[src/rtl/multmod_seq_if.sv]
// Dispatch-side and datapath-side signals of the multmod pass sequencer.
// The slave modport is the sequencer; the master modport is the driving side.
interface multmod_seq_if;
  logic       fpuhold;
  logic       start;
  logic       dbl;
  logic       movf;
  logic [3:0] nx_multfunc_rom0;
  logic [3:0] nx_multfunc_rom1;
  logic [1:0] romsel;
  logic       nx_cyc0_rdy;
  logic       busy;
  logic       done;
  logic       ovf;

  modport slave (
    input  fpuhold, start, dbl, movf,
    output nx_multfunc_rom0, nx_multfunc_rom1, romsel, nx_cyc0_rdy, busy, done, ovf
  );

  modport master (
    output fpuhold, start, dbl, movf,
    input  nx_multfunc_rom0, nx_multfunc_rom1, romsel, nx_cyc0_rdy, busy, done, ovf
  );
endinterface

[src/rtl/multmod_seq.sv]
// Pass sequencer for the FPU mantissa multiplier: issues ping-pong function
// codes for a single (1 pass) or double (4 passes) multiply, then pulses done.
module multmod_seq #(
  parameter int DRAIN = 2
) (
  input  logic         clk,
  input  logic         reset_l,
  multmod_seq_if.slave bus
);

  typedef enum logic [2:0] {
    S_IDLE,
    S_CYC0,
    S_PASS,
    S_DRAIN,
    S_DONE
  } state_e;

  localparam logic [2:0] DRAIN_LD = 3'(DRAIN - 1);

  state_e     state_q, state_d;
  logic [1:0] p_q, p_d;
  logic [2:0] cnt_q, cnt_d;
  logic       dbl_q, dbl_d;
  logic       ovf_q, ovf_d;

  logic [3:0] rom0, rom1;
  logic [1:0] romsel;
  logic [3:0] code_act, code_nxt;
  logic       last_pass;

  // Code for pass p: double issues 1..4, single issues 5; past the list is NOP.
  function automatic logic [3:0] pass_code(input logic dbl, input logic [2:0] p);
    if (dbl) return (p < 3'd4) ? 4'({1'b0, p} + 4'd1) : 4'd0;
    return (p == 3'd0) ? 4'd5 : 4'd0;
  endfunction

  always_ff @(posedge clk or negedge reset_l) begin
    if (!reset_l) begin
      state_q <= S_IDLE;
      p_q     <= 2'd0;
      cnt_q   <= 3'd0;
      dbl_q   <= 1'b0;
      ovf_q   <= 1'b0;
    end else begin
      state_q <= state_d;
      p_q     <= p_d;
      cnt_q   <= cnt_d;
      dbl_q   <= dbl_d;
      ovf_q   <= ovf_d;
    end
  end

  always_comb begin
    state_d   = state_q;
    p_d       = p_q;
    cnt_d     = cnt_q;
    dbl_d     = dbl_q;
    ovf_d     = ovf_q;
    last_pass = dbl_q ? (p_q == 2'd3) : (p_q == 2'd0);

    if (!bus.fpuhold) begin
      case (state_q)
        S_IDLE: begin
          if (bus.start) begin
            state_d = S_CYC0;
            dbl_d   = bus.dbl;
            ovf_d   = 1'b0;
            p_d     = 2'd0;
          end
        end
        S_CYC0: state_d = S_PASS;
        S_PASS: begin
          if (last_pass) begin
            // A one-cycle drain has no DRAIN state at all.
            state_d = (DRAIN == 1) ? S_DONE : S_DRAIN;
            cnt_d   = DRAIN_LD;
          end else begin
            p_d = 2'(p_q + 2'd1);
          end
        end
        S_DRAIN: begin
          cnt_d = 3'(cnt_q - 3'd1);
          if (cnt_q <= 3'd1) state_d = S_DONE;
        end
        S_DONE: begin
          state_d = S_IDLE;
          ovf_d   = bus.movf;
        end
        default: state_d = S_IDLE;
      endcase
    end
  end

  // Outputs decode from registered state only, so a hold freezes them too.
  always_comb begin
    rom0     = 4'd0;
    rom1     = 4'd0;
    romsel   = 2'b00;
    code_act = pass_code(dbl_q, {1'b0, p_q});
    code_nxt = pass_code(dbl_q, 3'({1'b0, p_q} + 3'd1));
    case (state_q)
      S_CYC0: begin
        rom0 = pass_code(dbl_q, 3'd0);
        rom1 = pass_code(dbl_q, 3'd1);
      end
      S_PASS: begin
        if (p_q[0]) begin
          romsel = 2'b10;
          rom1   = code_act;
          rom0   = code_nxt;
        end else begin
          romsel = 2'b01;
          rom0   = code_act;
          rom1   = code_nxt;
        end
      end
      default: ;
    endcase
  end

  assign bus.nx_multfunc_rom0 = rom0;
  assign bus.nx_multfunc_rom1 = rom1;
  assign bus.romsel           = romsel;
  assign bus.nx_cyc0_rdy      = (state_q == S_CYC0);
  assign bus.busy             = (state_q != S_IDLE);
  assign bus.done             = (state_q == S_DONE);
  assign bus.ovf              = ovf_q;

endmodule

[src/flat_wrapper.sv]
// flat-port wrapper written by rule: the top's interface ports become plain ports
module multmod_seq_flat 
#(
  parameter int DRAIN = 2
)
  (clk, reset_l, bus_fpuhold, bus_start, bus_dbl, bus_movf, bus_nx_multfunc_rom0, bus_nx_multfunc_rom1, bus_romsel, bus_nx_cyc0_rdy, bus_busy, bus_done, bus_ovf);
  multmod_seq_if bus_i ();
  input  logic clk;
  input  logic reset_l;
  input wire logic [$bits(bus_i.fpuhold)-1:0] bus_fpuhold;
  input wire logic [$bits(bus_i.start)-1:0] bus_start;
  input wire logic [$bits(bus_i.dbl)-1:0] bus_dbl;
  input wire logic [$bits(bus_i.movf)-1:0] bus_movf;
  output wire logic [$bits(bus_i.nx_multfunc_rom0)-1:0] bus_nx_multfunc_rom0;
  output wire logic [$bits(bus_i.nx_multfunc_rom1)-1:0] bus_nx_multfunc_rom1;
  output wire logic [$bits(bus_i.romsel)-1:0] bus_romsel;
  output wire logic [$bits(bus_i.nx_cyc0_rdy)-1:0] bus_nx_cyc0_rdy;
  output wire logic [$bits(bus_i.busy)-1:0] bus_busy;
  output wire logic [$bits(bus_i.done)-1:0] bus_done;
  output wire logic [$bits(bus_i.ovf)-1:0] bus_ovf;
  assign bus_i.fpuhold = bus_fpuhold;
  assign bus_i.start = bus_start;
  assign bus_i.dbl = bus_dbl;
  assign bus_i.movf = bus_movf;
  assign bus_nx_multfunc_rom0 = bus_i.nx_multfunc_rom0;
  assign bus_nx_multfunc_rom1 = bus_i.nx_multfunc_rom1;
  assign bus_romsel = bus_i.romsel;
  assign bus_nx_cyc0_rdy = bus_i.nx_cyc0_rdy;
  assign bus_busy = bus_i.busy;
  assign bus_done = bus_i.done;
  assign bus_ovf = bus_i.ovf;
  multmod_seq #(.DRAIN(DRAIN)) u_core (.clk(clk), .reset_l(reset_l), .bus(bus_i));
endmodule
[config.mk]
export PLATFORM = sky130hd
export DESIGN_NAME = multmod_seq_flat
export DESIGN_NICKNAME = d
export VERILOG_FILES = /design/src/rtl/multmod_seq_if.sv /design/src/rtl/multmod_seq.sv /design/src/flat_wrapper.sv
export SDC_FILE = /design/constraint.sdc
export NUM_CORES = 1
export LEC_CHECK = 0
export BUFFER_PORTS_ARGS = -buffer_cell sky130_fd_sc_hd__buf_4
export CAP_MARGIN = 20
export CORE_AREA = 2 2 44 46
export DETAILED_ROUTE_END_ITERATION = 8
export DIE_AREA = 0 0 46 48
export PLACE_DENSITY_LB_ADDON = 0.08
export SLEW_MARGIN = 20
export SYNTH_ARGS = -nofsm -noshare
export SYNTH_HDL_FRONTEND = slang
export SYNTH_SLANG_ARGS = --single-unit
[constraint.sdc]
create_clock -name clk -period 5.2 [get_ports clk]
set_input_delay 1.04 -clock clk [delete_from_list [all_inputs] [get_ports clk]]
set_output_delay 1.04 -clock clk [all_outputs]
set_load 0.005 [all_outputs]
==> flow_summary.ini <==
[sta]
relSlewSlack_pct = 63.8
max_freq_mhz = 318
fin_skew_ns = 0.00767
finalHoldViolCount = 0
setup_violations = 0
rsz0062_at_grt = no
worst_pin_slew_ns = 0.541
period_needed_ns = 3.14
tns_ns = 0
timing.final.max_slew_violations = 0
finalCritPeriodShare_pct = 60.4

[synth]
synth_top_cell_area_share_pct = 30.8
synth_xor_area_share_pct = 0
synth_top_family_by_area = simple AND/OR/NAND/NOR gates
synthMuxAreaShare_pct = 5.86
synth_seq_cells = 10
synth_nets = 105
yosysSeqAreaShare_pct = 30.8
synth_compound_area_share_pct = 21.3
synth-simple-area-share_pct = 23.9
syn-instance-count = 93
yosys_warnings = 0
async_flop_share_pct = 100
synth_cell_type_count = 38
synth_fa_ha_area_share_pct = 9.24
syn_area_um2 = 812
synth_edf_count = 0
avgSynthCellArea_um2 = 8.73
synthFlopType = dfrtp_1
synth_top_cell_by_area = dfrtp_1
synthTopCellsByArea = dfrtp_1 31%, ha_1 9.2%, nor3b_1 4.6%

[setup_path]
cp.arrival_ns = 2.10
required_ns = 4.16
worstPathMaxFanout = 14
crit_type = flop to output port
cp-end-kind = output port
start_kind = flop

[clock_network]
ctsLongestPathBuffers = 2
clk_latency_ns = 0.27
cts_sinks = 10
cts_hold_buf = 0
h-tree-depth = 1
clkSlewWorstSetupHoldPaths_ns = 0.07
cts_tree = built
root_buffer = clkbuf_4
post_cts_resized = 0
postCtsSetupRepairBufs = 0
cts_made_buffers = 3

[global_route]
grt-ovfl-total = 0
grt_first_pass_wirelength_mm = 2.88
antenna_found_initial = 0
track_usage_pct = 18.9
grt_pass1_vias = 633
grt_max_degree = 17

[pwr]
peakVddDrop_mv = 0.256
power_density_nw_per_um2 = 615
total_power_uw = 586
leakagePower_nw = 0.443

[die]
dieWidth_um = 46
start_util_pct = 48.1
ios = 20
fp.dieH_um = 48
fp.dieArea_um2 = 2210
core_area_um2 = 1690
row_count = 15

[finish]
final.fill_count = 160
final_cells = 124
layout_commonest_cell = buf_4
design_area_um2 = 952
syn_to_final_growth_pct = 17.3
drive_gt1_share_pct = 25.2
antenna_cells = 0
final_nets = 121
final_cell_mix = 18 x buf_4, 10 x dfrtp_1, 8 x inv_1

[route]
drt-total-wl_mm = 1.71
drt_iter0_drc = 13
vias = 707
firstDrtPassIters = 4
via_per_inst = 5.70
wire_per_inst_um = 13.8
drc = 0
ant_nets = 0

[flow_run]
cap_violations = 0

[place]
place_congestion = 0.833
place_area_um2 = 930
io_buffers = 18
dp_hpwl_mm = 1.28
dp.cells = 121

[worst_hold_path]
hold_class = flop to flop

[status]
status = completed
[Yosys cell counts, types with 3 or more instances]
cell      count
nor3b_1       5
inv_1         8
nor2_1        5
a21oi_1       3
or3_1         3
nand2_1       7
ha_1          6
o21ai_0       5
dfrtp_1      10
clkbuf_1      4
[kinds of logic (layout without fill, tap and decap cells)]
logic type | count (synthesis) | in the layout
AOI/OAI and AO/OA | 24 | 24
adders and majority gates | 6 | 6
buffers and inverters | 15 | 29
DFF | 10 | 10
muxes | 4 | 4
other | 1 | 1
and+or+nand+nor | 33 | 33
[final cells by class]
cell class,count,area [µm²],area share [%]
Clock buffer,3,22.5,2.37
Tap cell,17,21.3,2.23
Timing Repair Buffer,18,135,14.2
Sequential cell,10,250,26.3
Multi-Input combinational cell,68,493,51.8
Inverter,8,30.0,3.15
[state kept, by name, indices dropped and copies added, names as in the netlist]
register,count
u_core.dbl_q,1
u_core.cnt_q,3
u_core.p_q,2
u_core.bus.ovf,1
u_core.state_q,3
[critical path: stages, from the launching register on]
cell	delay, ns
dfrtp_1	0.57
inv_1	0.21
ha_1	0.38
or3_1	0.31
a21oi_1	0.13
o21a_1	0.12
buf_4	0.10
[power by group]
group	switching (mW)	leakage (nW)	internal (mW)	total [mW]
registers	0.0735	0.125	0.114	0.188
clock network	0.0273	0.0138	0.0268	0.0541
logic	0.159	0.304	0.185	0.344
[layer usage]
layer	wire (µm)	share of wire (%)	track usage [%]	vias to the layer above
met1	795	47	23.1	318
li1	-	-	-	368
met4	21	1.2	8.57	0
met2	818	48	32.2	17
met3	71	4.2	3.40	4
met5	0	0	0	-
[per-stage QoR]
stage / utilization (%) / setup slack [ns] / hold WS (ns)
floorplan: - / 2.47 / 0.460
CTS: 56.4 / 2.03 / 0.501
finish: 56.4 / 2.06 / 0.500
global route: 56.4 / 1.88 / 0.524
global placement: 55.0 / 2.36 / 0.482
detailed placement: 55.0 / 2.34 / 0.491
[final timing paths]
| path | from | slack, ns | end | cells past startpoint |
|---|---|---|---|---|
| min in group asynchronous | reset_l | 0.58 | u_core.bus.ovf | 1 |
| max reg2reg | u_core.p_q[0] | 3.03 | u_core.p_q[1] | 5 |
| min reg2reg | u_core.cnt_q[0] | 0.50 | u_core.cnt_q[0] | 1 |
| max in group asynchronous | reset_l | 4.47 | u_core.cnt_q[0] | 1 |
| min | u_core.cnt_q[0] | 0.50 | u_core.cnt_q[0] | 1 |
| max | u_core.p_q[0] | 2.06 | bus_nx_multfunc_rom1[1] | 6 |
Note: power is estimated with default switching activity, not from simulation.
